==> src/rtl/wb_intercon_pkg.sv <==
// Shared types for the parametrised Wishbone interconnect.
package wb_intercon_pkg;

  typedef enum logic [1:0] {
    IDLE   = 2'd0,
    ACTIVE = 2'd1,
    RESP   = 2'd2
  } intercon_state_t;

  typedef logic [3:0] slave_idx_t;

  localparam slave_idx_t UNMAPPED_IDX = 4'hF;

endpackage

==> src/rtl/wb_addr_decoder.sv <==
// Combinational base/mask address decoder; the lowest matching slave index wins.
module wb_addr_decoder
  import wb_intercon_pkg::*;
#(
  parameter int unsigned NUM_SLAVES = 4,
  parameter int unsigned ADDR_WIDTH = 16,
  parameter logic [ADDR_WIDTH-1:0] SLAVE_BASE [NUM_SLAVES] = '{16'h0000, 16'h4000, 16'h8000, 16'hC000},
  parameter logic [ADDR_WIDTH-1:0] SLAVE_MASK [NUM_SLAVES] = '{16'hC000, 16'hC000, 16'hC000, 16'hC000}
)(
  input  logic [ADDR_WIDTH-1:0] m_adr,
  output logic                  hit,
  output slave_idx_t            idx
);

  always_comb begin
    hit = 1'b0;
    idx = UNMAPPED_IDX;
    for (int unsigned i = 0; i < NUM_SLAVES; i++) begin
      if (!hit && ((m_adr & SLAVE_MASK[i]) == SLAVE_BASE[i])) begin
        hit = 1'b1;
        idx = slave_idx_t'(i);
      end
    end
  end

endmodule

==> src/rtl/wb_intercon_n.sv <==
// Registered Wishbone classic interconnect: one master, NUM_SLAVES slaves,
// with bus error for unmapped addresses, ack watchdog and error telemetry.
module wb_intercon_n
  import wb_intercon_pkg::*;
#(
  parameter int unsigned NUM_SLAVES = 4,
  parameter int unsigned ADDR_WIDTH = 16,
  parameter int unsigned DATA_WIDTH = 16,
  parameter logic [ADDR_WIDTH-1:0] SLAVE_BASE [NUM_SLAVES] = '{16'h0000, 16'h4000, 16'h8000, 16'hC000},
  parameter logic [ADDR_WIDTH-1:0] SLAVE_MASK [NUM_SLAVES] = '{16'hC000, 16'hC000, 16'hC000, 16'hC000},
  parameter int unsigned TIMEOUT    = 255,
  localparam int unsigned SEL_WIDTH = DATA_WIDTH / 8
)(
  input  logic                             clk,
  input  logic                             reset_in_n,
  input  logic                             m_cyc,
  input  logic                             m_stb,
  input  logic                             m_we,
  input  logic [ADDR_WIDTH-1:0]            m_adr,
  input  logic [DATA_WIDTH-1:0]            m_dat_i,
  input  logic [SEL_WIDTH-1:0]             m_sel,
  output logic [DATA_WIDTH-1:0]            m_dat_o,
  output logic                             m_ack,
  output logic                             m_err,
  output logic [NUM_SLAVES-1:0]            s_cyc,
  output logic [NUM_SLAVES-1:0]            s_stb,
  output logic                             s_we,
  output logic [ADDR_WIDTH-1:0]            s_adr,
  output logic [DATA_WIDTH-1:0]            s_dat_o,
  output logic [SEL_WIDTH-1:0]             s_sel,
  input  logic [NUM_SLAVES*DATA_WIDTH-1:0] s_dat_i,
  input  logic [NUM_SLAVES-1:0]            s_ack,
  input  logic [NUM_SLAVES-1:0]            s_err,
  output logic [7:0]                       err_count,
  output logic [3:0]                       last_err_slave
);

  intercon_state_t         state_q, state_d;
  logic                    dec_hit;
  slave_idx_t              dec_idx, idx_q, next_idx;
  logic [15:0]             wait_cnt;
  logic                    start, resp_ok, resp_err;
  logic                    sel_ack, sel_err;
  logic [DATA_WIDTH-1:0]   sel_dat;
  logic [NUM_SLAVES-1:0]   strobe_d;

  wb_addr_decoder #(
    .NUM_SLAVES (NUM_SLAVES),
    .ADDR_WIDTH (ADDR_WIDTH),
    .SLAVE_BASE (SLAVE_BASE),
    .SLAVE_MASK (SLAVE_MASK)
  ) u_dec (
    .m_adr (m_adr),
    .hit   (dec_hit),
    .idx   (dec_idx)
  );

  // Only the latched slave's handshake is visible; others are ignored.
  always_comb begin
    sel_ack = 1'b0;
    sel_err = 1'b0;
    sel_dat = '0;
    for (int unsigned i = 0; i < NUM_SLAVES; i++) begin
      if (slave_idx_t'(i) == idx_q) begin
        sel_ack = s_ack[i];
        sel_err = s_err[i];
        sel_dat = s_dat_i[i*DATA_WIDTH +: DATA_WIDTH];
      end
    end
  end

  always_comb begin
    state_d  = state_q;
    start    = 1'b0;
    resp_ok  = 1'b0;
    resp_err = 1'b0;
    case (state_q)
      IDLE: begin
        if (m_cyc && m_stb) begin
          start = 1'b1;
          if (dec_hit) begin
            state_d = ACTIVE;
          end else begin
            state_d  = RESP;
            resp_err = 1'b1;
          end
        end
      end
      ACTIVE: begin
        if (!m_cyc) begin
          state_d = IDLE;
        end else if (sel_err) begin
          state_d  = RESP;
          resp_err = 1'b1;
        end else if (sel_ack) begin
          state_d = RESP;
          resp_ok = 1'b1;
        end else if (wait_cnt == 16'(TIMEOUT)) begin
          state_d  = RESP;
          resp_err = 1'b1;
        end
      end
      RESP:    state_d = IDLE;
      default: state_d = IDLE;
    endcase
  end

  // Strobes are registered from the next state so they drop on the same edge the access ends.
  always_comb begin
    next_idx = start ? dec_idx : idx_q;
    strobe_d = '0;
    for (int unsigned i = 0; i < NUM_SLAVES; i++) begin
      strobe_d[i] = (state_d == ACTIVE) && (slave_idx_t'(i) == next_idx);
    end
  end

  always_ff @(posedge clk or negedge reset_in_n) begin
    if (!reset_in_n) state_q <= IDLE;
    else             state_q <= state_d;
  end

  always_ff @(posedge clk or negedge reset_in_n) begin
    if (!reset_in_n) begin
      s_cyc          <= '0;
      s_we           <= 1'b0;
      s_adr          <= '0;
      s_dat_o        <= '0;
      s_sel          <= '0;
      m_ack          <= 1'b0;
      m_err          <= 1'b0;
      m_dat_o        <= '0;
      err_count      <= '0;
      last_err_slave <= '0;
      idx_q          <= '0;
      wait_cnt       <= '0;
    end else begin
      s_cyc <= strobe_d;
      m_ack <= resp_ok;
      m_err <= resp_err;
      if (start) begin
        idx_q    <= dec_idx;
        s_we     <= m_we;
        s_adr    <= m_adr;
        s_dat_o  <= m_dat_i;
        s_sel    <= m_sel;
        wait_cnt <= '0;
      end else if (state_q == ACTIVE) begin
        wait_cnt <= wait_cnt + 16'd1;
      end
      if (resp_ok) m_dat_o <= sel_dat;
      if (resp_err) begin
        last_err_slave <= start ? UNMAPPED_IDX : idx_q;
        if (err_count != 8'hFF) err_count <= err_count + 8'd1;
      end
    end
  end

  assign s_stb = s_cyc;

endmodule

==> config.mk <==
export PLATFORM = sky130hd
export DESIGN_NAME = wb_intercon_n
export DESIGN_NICKNAME = d
export VERILOG_FILES = /design/src/rtl/wb_intercon_pkg.sv /design/src/rtl/wb_addr_decoder.sv /design/src/rtl/wb_intercon_n.sv
export SDC_FILE = /design/constraint.sdc
export NUM_CORES = 1
export LEC_CHECK = 0
export ABC_AREA = 1
export BUFFER_PORTS_ARGS = -buffer_cell sky130_fd_sc_hd__buf_2
export CORE_MARGIN = 2
export CORE_UTILIZATION = 50
export CTS_CLUSTER_DIAMETER = 30
export DETAILED_ROUTE_END_ITERATION = 16
export PLACE_DENSITY = 0.82
export SLEW_MARGIN = 30
export SYNTH_ARGS = -nofsm -noshare
export SYNTH_HDL_FRONTEND = slang
export SYNTH_SLANG_ARGS = --single-unit
export TNS_END_PERCENT = 100
==> constraint.sdc <==
create_clock -name clk -period 3.1 [get_ports clk]
set_input_delay 0.93 -clock clk [delete_from_list [all_inputs] [get_ports clk]]
set_output_delay 0.93 -clock clk [all_outputs]
set_load 0.05 [all_outputs]
* Word-level counts from Yosys, hierarchy flattened
Index checks and enable logic that the tools add are counted.
Storage, ports and cells: output and inout port bits 73, logic and storage cells 89, register bits 91
Cells by class: multiplexer cells 44, eq/ne operators 13, reductions and logical operators 17, add/sub/neg operators 2
Operators with widths (count):
- $mux 16 | 6
- $mux 1 | 24
- $mux 4 | 6
- $add 16x1->16 const B | 1
- $eq 16x8->1 const B | 1
- $eq 2x4->1 const A | 4
- $logic_not 16->1 | 1
- $mux 2 | 6
- $add 8x1->8 const B | 1
- $eq 1x4->1 const A | 2
- $logic_and 1x1->1 | 8
- $logic_not 4->1 | 2
- $ne 8x8->1 const B | 1
- $eq 2x1->1 const B | 3
- $eq 2x2->1 const B | 2
- $pmux 2 s2 | 1
- $logic_not 1->1 | 3
- $logic_not 2->1 | 1
- $pmux 1 s2 | 1
- $reduce_and 2->1 | 1
- $reduce_bool 2->1 | 1

* Depth between registers and ports, before layout
Gate-level depths: netlist of run 1.
depth in word-level cells 16, depth in mapped cells 13, gate-level depth less buffers 13

* By module
A second synthesis of run 1 with hierarchy kept.
Second synthesis, totals: cells, all modules 563, area, all modules 4410.5 um^2
Modules (own cells, without submodules):
- wb_intercon_n | seq. area each 2277.2 um^2, area each 4372.9 um^2, cells an instance 556, instances 1
- wb_addr_decoder | seq. area each 0.0 um^2, area each 37.5 um^2, cells an instance 7, instances 1

* Worst setup path before layout of run 1
No wires, ideal clock.
path kind reg-to-reg, start point reg err_count[0], end point reg err_count[5], setup slack 1.209 ns, clock period less this slack 1.891 ns, cell stages (with the launch flop) 8, required time 3.034 ns, library setup time 0.066 ns, arrival time 1.825 ns, cells stage by stage dfrtp_1 -> ha_1 -> nand3_1 -> nor2_1 -> nand4_1 -> nand3_4 -> nand2_1 -> nand2_1
Between the ends: word-level cells in the longest chain between the ends 2
RTL lines:
- start, declared | RTL line wb_intercon_n.sv:34 | output logic [7:0] err_count,
- start signal, assigned | RTL line wb_intercon_n.sv:153 | if (err_count != 8'hFF) err_count <= err_count + 8'd1;
- parallel branches: the longest is 2 deep, another holds $add 8x1->8
Several ways; the timed one is not identified. A chain may end at the register's enable or synchronous reset.

* Worst setup path in the final report of run 1
start point in m_cyc, end point reg s_cyc[1]
Between the ends: word-level cells in the longest chain between the ends 6
RTL lines:
- start, declared | RTL line wb_intercon_n.sv:16 | input logic m_cyc,
- $logic_and 1x1->1 | RTL line wb_intercon_n.sv:79 | if (m_cyc && m_stb) begin
- $mux 1 | RTL line wb_intercon_n.sv:79
- $mux 1 | RTL line wb_intercon_n.sv:77 | case (state_q)
- $mux 4
- $eq 1x4->1 | RTL line wb_intercon_n.sv:113 | strobe_d[i] = (state_d == ACTIVE) && (slave_idx_t'(i) == next_idx);
- $logic_and 1x1->1 * | RTL line wb_intercon_n.sv:113
- named net strobe_d[1] | RTL line wb_intercon_n.sv:45 | logic [NUM_SLAVES-1:0] strobe_d;
- end signal, assigned | RTL line wb_intercon_n.sv:137 | s_cyc <= strobe_d;
- end, declared | RTL line wb_intercon_n.sv:25 | output logic [NUM_SLAVES-1:0] s_cyc,
The timed path passes the listed nets; every way through them passes the cells marked *.

==> results of run 1 <==
## power by group through the flow
stage	Clock (µW)	Sequential, µW	Combinational [µW]
finish	743	1650	2120
global route	811	1690	2290
CTS	760	1650	2140
detailed placement	0	1660	2140
global placement	0	1650	2100
floorplan	0	2530	709
## per-stage QoR
stage	std cells	util (%)
2_1_floorplan	587	-
3_3_place_gp	862	61.4
3_5_place_dp	862	61.4
4_1_cts	878	63.4
5_1_grt	878	63.4
6_report	878	63.4
## layer usage
metal / part of all wire [%] / vias to the layer above / routed length (µm)
li1: - / 2240 / -
met1: 42 / 2117 / 4920
met2: 49 / 188 / 5840
met3: 7.9 / 10 / 926
met4: 0.97 / 0 / 114
met5: 0 / - / 0
## kinds of logic (layout without fill, tap and decap cells)
logic type	count (synthesis)	count (layout)	share of synthesized area, %
AO/OA/AOI/OAI	50	50	5.78
XOR/XNOR	6	6	1.14
adder cells (fa/ha/maj)	2	2	0.542
buffers and inverters	65	245	6.32
flip-flops	91	91	49.3
AND/OR/NAND/NOR	373	373	36.9
## area by class of cell
cell class | instances | area, µm² | area share [%]
Sequential cell | 91 | 2280 | 39.4
Multi-Input combinational cell | 431 | 2050 | 35.4
Timing Repair Buffer | 191 | 991 | 17.2
Inverter | 38 | 143 | 2.47
Clock buffer | 11 | 141 | 2.45
Tap cell | 111 | 139 | 2.41
Clock inverter | 5 | 37.5 | 0.650
## cells in the mapped netlist (all sizes together) (2+ instances only)
cell type | count | area share, %
a21oi | 8 | 0.87
buf | 15 | 2.3
clkbuf | 12 | 0.98
dfrtp | 91 | 49
ha | 2 | 0.54
inv | 37 | 3.0
nand2 | 247 | 21
nand3 | 53 | 6.3
nand4 | 30 | 4.1
nor2 | 35 | 4.2
nor3 | 7 | 1.2
o21ai | 35 | 3.8
o22ai | 3 | 0.41
xnor2 | 2 | 0.38
xor2 | 4 | 0.76
## sequential cells by signal, summed over array words and instances (netlist names)
signal	count
m_dat_o	16
s_adr	16
s_dat_o	16
wait_cnt	16
err_count	8
idx_q	4
last_err_slave	4
s_cyc	4
s_sel	2
state_q	2
m_ack	1
m_err	1
s_we	1
## worst min path at each step
stage / start / end / slack [ns]
3_5_place_dp: s_adr[8]$_DFFE_PN0P_ / s_adr[8]$_DFFE_PN0P_ / 0.46
2_1_floorplan: wait_cnt[0]$_DFFE_PN0P_ / wait_cnt[0]$_DFFE_PN0P_ / 0.49
6_report: s_adr[8]$_DFFE_PN0P_ / s_adr[8]$_DFFE_PN0P_ / 0.48
4_1_cts: s_adr[8]$_DFFE_PN0P_ / s_adr[8]$_DFFE_PN0P_ / 0.48
5_1_grt: s_sel[0]$_DFFE_PN0P_ / s_sel[0]$_DFFE_PN0P_ / 0.51
3_3_place_gp: m_dat_o[6]$_DFFE_PN0P_ / m_dat_o[6]$_DFFE_PN0P_ / 0.46
## worst reg2reg max path: cells and delay by family, from the launching register on
kind / cells / cell delay [ns]
buffers and inverters: 2 / 0.55
DFF: 1 / 0.43
and+or+nand+nor: 6 / 1.03
==> results.toml, run 1 <==
[pwr]
clockPowerShare_pct = 16.5
p_comb_share_pct = 47.0
leakagePower_uw = 0.00322
power.total_uw = 4520
switchingPower_uw = 2230
p_int_uw = 2290
vdd_drop_max_mv = 0.493
p_sw_share_pct = 49.3
p_seq_share_pct = 36.5
powerDensity_nw_per_um2 = 782

[sta]
slew_viol_final = 0
setup_violations = 0
rsz0062_at_grt = "no"
fin_crit_ns = 2.18
setup_ws_ns = 0.923
period_share_pct = 70.2
hold_viol_final = 0
tightest_slew_ns = 0.614
hold_slack_ns = 0.484
fmax_ghz = 0.459
fin_setup_tns_ns = 0
final.setup_skew_ns = 0.00830
slew_headroom_pct = 58.9

[worst_setup_path]
slowest_stage = "buf_4"
crit_buf_inv = 5
timing.rr.end = "m_dat_o[13]$_DFFE_PN0P_"
end_kind = "flip-flop"
r2r-start = "idx_q[3]$_DFF_PN0_"
arrival_ns = 2.40
reg2reg_slack_ns = 1.03
reg2reg_depth = 8
crit_required_ns = 3.32
cp.depth = 9
cp-startpoint = "m_cyc"
startpoint_type = "input port"
max_stage_delay_ns = 0.43
critPathMostFrequentCell = "buf_4"
path_cells = "buf_2, nand4_1, buf_4, clkinv_1, buf_4, nor2_1, inv_1, nand3_1, a21oi_1"
crit_family = "buffers and inverters"
setup.worst_path.end = "s_cyc[1]$_DFF_PN0_"
worstSetupPathType = "in -> reg"
cp_max_fo = 49

[yosys]
synth.distinct_cells = 35
synth_edf_count = 0
syn_area_per_cell_um2 = 7.86
synthesis.area_um2 = 4610
yosys_warnings = 0
ys_seq_elements = 91
syn_nets = 700
synth-main-ff-cell = "dfrtp_1"
async_flop_share_pct = 100
synthCells = 587
synth-seq-area-share_pct = 49.3

[global_routing]
grt_use_met3_pct = 5.50
grtUsageMet2_pct = 41.6
grt_max_degree = 50
use_met1_pct = 29.8
grt_busiest_layer = "met2"
grt_pass1_vias = 4435
grt-ovfl-total = 0
grt_usage_pct = 24.0
antenna_found_initial = 0
grt_pass1_wl_um = 19500

[worst_hold_path]
hold_path_depth = 2
worstHoldPathType = "reg -> reg"

[finish]
final_common_cell = "nand2_1"
antenna_cells = 0
layout.nets = 875
area.growth.synth_to_final_pct = 25.1
final_area_um2 = 5770
fillers = 809
drive_gt1_share_pct = 30.2
layout_common_cells = "241 x nand2_1, 182 x buf_2, 91 x dfrtp_1"

[place]
dpl-instance-area_um2 = 5600
routabilityCongestion = 0.849
place_ws_ns = 0.559
dpl.hpwl_um = 8680
port_buffers = 183

[clock_tree]
cts_resized = 0
insertion_delay_ns = 0.35
cts_buffers = 9
clkTransAtPathRegs_ns = 0.09
cts.path.max_buffers = 2
cts_tree = "yes"
cts_setup_buffers = 0
htreeDepth = 3
root_buffer = "clkbuf_8"
postCtsHoldBufs = 0
cts.sinks = 91

[detailed_routing]
via_per_inst = 5.19
routedWlPerCell_um = 13.4
drc = 0
drt_iter0_drc = 204
dr.pass1.iters = 5
vias = 4555
wirelength_um = 11800
ant_nets = 0

[floorplan]
initial_core_util_pct = 50.7
io-pin-count = 184
die_w_um = 100
die_area_um2 = 10000
die_h_um = 100
std_cell_rows = 35
core_um2 = 9110

[outcome]
status = "finished clean"

[flow_run]
cap_violations = 0
Power figures use the tool's default switching activity.
==> inputs of run 2 (changes only) <==
--- a/config.mk
+++ b/config.mk
@@ -8,10 +8,10 @@
 export ABC_AREA = 1
 export BUFFER_PORTS_ARGS = -buffer_cell sky130_fd_sc_hd__buf_2
 export CORE_MARGIN = 2
-export CORE_UTILIZATION = 50
+export CORE_UTILIZATION = 44
 export CTS_CLUSTER_DIAMETER = 30
 export DETAILED_ROUTE_END_ITERATION = 16
-export PLACE_DENSITY = 0.82
+export PLACE_DENSITY = 0.77
 export SLEW_MARGIN = 30
 export SYNTH_ARGS = -nofsm -noshare
 export SYNTH_HDL_FRONTEND = slang
==> constraint.sdc (replaced) <==
create_clock -name clk -period 1.8 [get_ports clk]
set_input_delay 0.54 -clock clk [delete_from_list [all_inputs] [get_ports clk]]
set_output_delay 0.54 -clock clk [all_outputs]
set_load 0.05 [all_outputs]
==> results.toml, run 2 (synthesis results as in run 1) <==
[worst_setup_path]
cp_max_fo = 17
slowest_stage = "dfrtp_1"
end_kind = "flip-flop"
arrival_ns = 1.99
startpoint_type = "flip-flop"
worstSetupPathType = "reg -> reg"
crit_buf_inv = 2
max_stage_delay_ns = 0.51
path_cells = "inv_2, nor2_1, nand3_1, nand2_2, nor2_8, buf_4, nor2_8, nand2_1, nand2_1"
crit_family = "simple AND/OR/NAND/NOR gates"
crit_required_ns = 2.10

[floorplan]
die_h_um = 106
initial_core_util_pct = 45.1
core_um2 = 10200
die_area_um2 = 11300
std_cell_rows = 37
die_w_um = 106
io-pin-count = 184

[place]
routabilityCongestion = 0.958
port_buffers = 183
dpl.hpwl_um = 9420
dpl-instance-area_um2 = 5780

[finish]
area.growth.synth_to_final_pct = 29.6
drive_gt1_share_pct = 32.4
fin_util_pct = 58.4
final_area_um2 = 5980
antenna_cells = 0
layout_common_cells = "241 x nand2_1, 182 x buf_2, 87 x dfrtp_1"
layout.nets = 891
final_common_cell = "nand2_1"

[sta]
hold_slack_ns = 0.0875
hold_viol_final = 0
rsz0062_at_grt = "no"
period_share_pct = 94.0
setup_violations = 0
slew_viol_final = 0
fmax_ghz = 0.591
slew_headroom_pct = 74.7
tightest_slew_ns = 0.379
final.setup_skew_ns = 0.0107
fin_crit_ns = 1.69
fin_setup_tns_ns = 0

[clock_tree]
clkTransAtPathRegs_ns = 0.09
htreeDepth = 3
cts.path.max_buffers = 2
cts_resized = 0
cts_tree = "yes"
cts.sinks = 91
root_buffer = "clkbuf_8"
insertion_delay_ns = 0.36
cts_setup_buffers = 0
cts_buffers = 9
postCtsHoldBufs = 0

[global_routing]
grt_busiest_layer = "met2"
antenna_found_initial = 0
grt_pass1_vias = 4427
use_met1_pct = 26.7
grt_max_degree = 34
grt-ovfl-total = 0
grtUsageMet2_pct = 36.8
grt_usage_pct = 21.6
grt_use_met3_pct = 5.46
grt_pass1_wl_um = 19900

[pwr]
clockPowerShare_pct = 16.4
p_seq_share_pct = 35.7
power.total_uw = 7990
p_sw_share_pct = 48.5
leakagePower_uw = 0.00331
switchingPower_uw = 3870
p_int_uw = 4120
p_comb_share_pct = 47.9
vdd_drop_max_mv = 0.857
powerDensity_nw_per_um2 = 1340

[outcome]
status = "finished clean"

[detailed_routing]
drc = 0
vias = 4711
wirelength_um = 12400
via_per_inst = 5.13
dr.pass1.iters = 5
drt_iter0_drc = 383
routedWlPerCell_um = 13.5
ant_nets = 0

[flow_run]
cap_violations = 0

[worst_hold_path]
worstHoldPathType = "in -> async"
run 2: cell types whose count changed in the layout (fill, tap and decap cells not counted), sizes merged:
cell and change:
clkinvlp +1, clkinv -1, buf +15, nor2 +1
run 2: routing by layer:
layer / part of all wire (%) / routed length [µm] / vias to the layer above
met3: 8.3 / 1030 / 32
met1: 42 / 5270 / 2158
met2: 47 / 5880 / 241
li1: - / - / 2280
met5: 0 / 0 / -
met4: 2.0 / 250 / 0
run 2: worst reg2reg max path: stages (launching register included):
cell and delay [ns]:
dfrtp_1 0.51, inv_2 0.06, nor2_1 0.15, nand3_1 0.12, nand2_2 0.12, nor2_8 0.06, buf_4 0.19, nor2_8 0.25
nand2_1 0.09, nand2_1 0.08
run 2: path summary, 6_finish.rpt:
| kind | from | to | slack (ns) | cells past startpoint |
|---|---|---|---|---|
| max | idx_q[0]$_DFF_PN0_ | m_dat_o[9]$_DFFE_PN0P_ | 0.11 | 9 |
| min reg2reg | s_dat_o[1]$_DFFE_PN0P_ | s_dat_o[1]$_DFFE_PN0P_ | 0.48 | 2 |
| min | reset_in_n | m_dat_o[6]$_DFFE_PN0P_ | 0.09 | 1 |
| min in group clk | m_dat_i[5] | s_dat_o[5]$_DFFE_PN0P_ | 0.37 | 3 |
| max in group asynchronous | reset_in_n | m_dat_o[15]$_DFFE_PN0P_ | 1.18 | 2 |
| max reg2reg | idx_q[0]$_DFF_PN0_ | m_dat_o[9]$_DFFE_PN0P_ | 0.11 | 9 |
run 2: cell type report:
cell class / instances / area, µm²
fill: 924 / 4250
sequential: 91 / 2280
multi-input combinational: 432 / 2050
timing repair buffer: 206 / 1140
tap: 136 / 170
clock buffer: 11 / 151
inverter: 38 / 143
clock inverter: 5 / 36.3
run 2: power by group through the flow:
stage               Combinational [µW]  Clock (µW)  Sequential [µW]
CTS                               3840        1340             2850
global route                      4100        1420             2910
detailed placement                3840           0             2870
floorplan                         1220           0             4370
finish                            3830        1310             2850
global placement                  3770           0             2870
run 2: metrics by stage:
step | instances | setup WS, ns
6_report | 919 | 0.107
5_1_grt | 919 | 0.00542
3_5_place_dp | 902 | 0.0797
3_3_place_gp | 902 | 0.0933
2_1_floorplan | 587 | 0.0745
4_1_cts | 918 | 0.0906
==> inputs of run 3 (changes only) <==
--- a/config.mk
+++ b/config.mk
@@ -5,13 +5,13 @@
 export SDC_FILE = /design/constraint.sdc
 export NUM_CORES = 1
 export LEC_CHECK = 0
-export ABC_AREA = 1
 export BUFFER_PORTS_ARGS = -buffer_cell sky130_fd_sc_hd__buf_2
 export CORE_MARGIN = 2
-export CORE_UTILIZATION = 44
+export CORE_UTILIZATION = 43
 export CTS_CLUSTER_DIAMETER = 30
 export DETAILED_ROUTE_END_ITERATION = 16
-export PLACE_DENSITY = 0.77
+export GPL_ROUTABILITY_DRIVEN = 0
+export PLACE_DENSITY = 0.76
 export SLEW_MARGIN = 30
 export SYNTH_ARGS = -nofsm -noshare
 export SYNTH_HDL_FRONTEND = slang
==> results.toml, run 3 <==
[global_routing]
grt_max_degree = 43
grt_pass1_vias = 4412
grt-ovfl-total = 0
grt_pass1_wl_um = 22200
grt_usage_pct = 26.0
antenna_found_initial = 0

[pwr]
vdd_drop_max_mv = 0.616
power.total_uw = 7930
leakagePower_uw = 0.00331
powerDensity_nw_per_um2 = 1260

[sta]
fin_crit_ns = 2.01
setup_ws_ns = -0.205
slew_viol_final = 0
setup_violations = 35
final.setup_skew_ns = 0.0189
period_share_pct = 111
tightest_slew_ns = 0.504
slew_headroom_pct = 66.3
rsz0062_at_grt = "yes"
fmax_ghz = 0.499
hold_viol_final = 0

[detailed_routing]
vias = 4238
ant_nets = 0
routedWlPerCell_um = 17.4
wirelength_um = 13800
drt_iter0_drc = 297
via_per_inst = 5.31
drc = 0
dr.pass1.iters = 4

[clock_tree]
root_buffer = "clkbuf_8"
cts.sinks = 91
insertion_delay_ns = 0.36
htreeDepth = 3
cts.path.max_buffers = 2
cts_tree = "yes"
clkTransAtPathRegs_ns = 0.10
cts_buffers = 9

[worst_setup_path]
r2r-start = "idx_q[0]$_DFF_PN0_"
timing.rr.end = "err_count[7]$_DFFE_PN0P_"
reg2reg_depth = 7
end_kind = "flip-flop"
reg2reg_slack_ns = -0.21
arrival_ns = 2.25
worstSetupPathType = "reg -> reg"
startpoint_type = "flip-flop"
cp_max_fo = 7
crit_required_ns = 2.05

[flow_run]
cap_violations = 0

[finish]
fillers = 736
antenna_cells = 0
area.growth.synth_to_final_pct = 46.7
final_area_um2 = 6300
layout.nets = 773
multi_input_area_um2 = 2230
final_common_cell = "buf_2"
drive_gt1_share_pct = 50.8
instances_no_fill = 798
layout_common_cells = "182 x buf_2, 150 x nand2_1, 91 x dfrtp_1"
register_area_um2 = 2280

[yosys]
synth_edf_count = 0
synthCells = 435
synth_common_cells = "167 x nand2_1, 91 x dfrtp_1, 36 x o21ai_0"
ys_seq_elements = 91
syn_area_per_cell_um2 = 9.88
yosysMostFrequentCell = "nand2_1"
synth.distinct_cells = 38
yosysTopAreaCell = "dfrtp_1"
yosys_warnings = 0
async_flop_share_pct = 100
synth-main-ff-cell = "dfrtp_1"
synth_top_area_share_pct = 53.0
syn_nets = 548
synthesis.area_um2 = 4300
synth-seq-area-share_pct = 53.0
ys_top_cells_by_area = "dfrtp_1 53%, nand2_1 15%, mux4_2 9.4%"

[floorplan]
core_um2 = 9730
initial_core_util_pct = 44.2
die_h_um = 104
std_cell_rows = 36
io-pin-count = 184
die_w_um = 104
die_area_um2 = 10800

[outcome]
status = "complete, but fails checks"
violations = "negative setup slack"

[place]
place_ws_ns = -0.291
port_buffers = 183
dpl.hpwl_um = 9180
placed_cells = 771
dpl-instance-area_um2 = 5670

[worst_hold_path]
worstHoldPathType = "in -> async"
run 3: cell types whose count changed after synthesis, moves of 8 or more:
cell / previous run / this run
nand2_1: 241 / 167
nand3_1: 49 / 9
inv_1: 32 / 3
nand4_1: 30 / 8
mux4_2: 0 / 18
nor2_1: 27 / 11
o21ai_0: 27 / 36
o21ai_1: 8 / 0
run 3: worst max-delay path, stage by stage (launching register included):
cell      delay [ns]
dfrtp_1         0.43
buf_6           0.14
mux4_2          0.54
nand2_2         0.10
a21boi_4        0.29
buf_6           0.19
nor4_2          0.05
xor2_1          0.16
run 3: layout make-up:
class	instances	share of cell area, %
Multi-Input combinational cell	315	35.4
Clock buffer	10	2.02
Clock inverter	6	0.734
Inverter	3	0.179
Timing Repair Buffer	240	22.9
Sequential cell	91	36.1
Tap cell	133	2.64
run 3: what timing repair did:
item                       4_1_cts  5_1_grt
setup buffers                    9        6
gates resized for setup         67       45
setup endpoints to repair       34       37
hold buffers                     0        0
pin swaps                       25       14
gates cloned                     4        0
run 3: cells by family (layout without fill, tap and decap cells):
logic type	after synthesis	after routing	synth area share, %
buffers and inverters	29	259	3.26
muxes	24	24	10.9
adders and majority gates	2	2	0.582
xor gates and xnor gates	6	6	1.22
and+or+nand+nor	230	230	24.0
DFF	91	91	53.0
AOI/OAI and AO/OA	53	53	7.02
run 3: through the flow:
stage                     hold slack, ns  setup TNS (ns)  utilization [%]
after floorplan                    0.244          -0.747                -
after global placement             0.453           -4.38             58.2
after detailed placement           0.460           -5.61             58.2
after CTS                         0.0681           -4.62             64.0
after global routing              0.0722           -6.47             64.8
final                             0.0745           -4.25             64.8
run 3: routing by layer:
metal	vias to the layer above	share of wire, %	GRT usage (%)
li1	1934	-	-
met1	2036	37	29.6
met2	213	50	43.2
met3	55	7.1	5.95
met4	0	5.9	18.1
met5	-	0	0
run 3: worst max-delay path by stage:
stage                             startpoint                        to  slack (ns)  cells past startpoint
floorplan           wait_cnt[11]$_DFFE_PN0P_  err_count[1]$_DFFE_PN0P_       -0.23                      5
global placement                    s_ack[3]  err_count[1]$_DFFE_PN0P_       -0.26                      6
detailed placement                  s_ack[3]        s_cyc[0]$_DFF_PN0_       -0.29                      6
CTS                  wait_cnt[8]$_DFFE_PN0P_  err_count[1]$_DFFE_PN0P_       -0.21                      5
global route              idx_q[0]$_DFF_PN0_  err_count[7]$_DFFE_PN0P_       -0.28                      7
finish                    idx_q[0]$_DFF_PN0_  err_count[7]$_DFFE_PN0P_       -0.21                      7
run 3: power by group:
| group | leakage [µW] | switching [µW] | internal, µW | total [µW] |
|---|---|---|---|---|
| registers | 0.00118 | 389 | 2490 | 2880 |
| logic | 0.00204 | 2570 | 1210 | 3780 |
| clock network | 0.0000837 | 759 | 515 | 1270 |
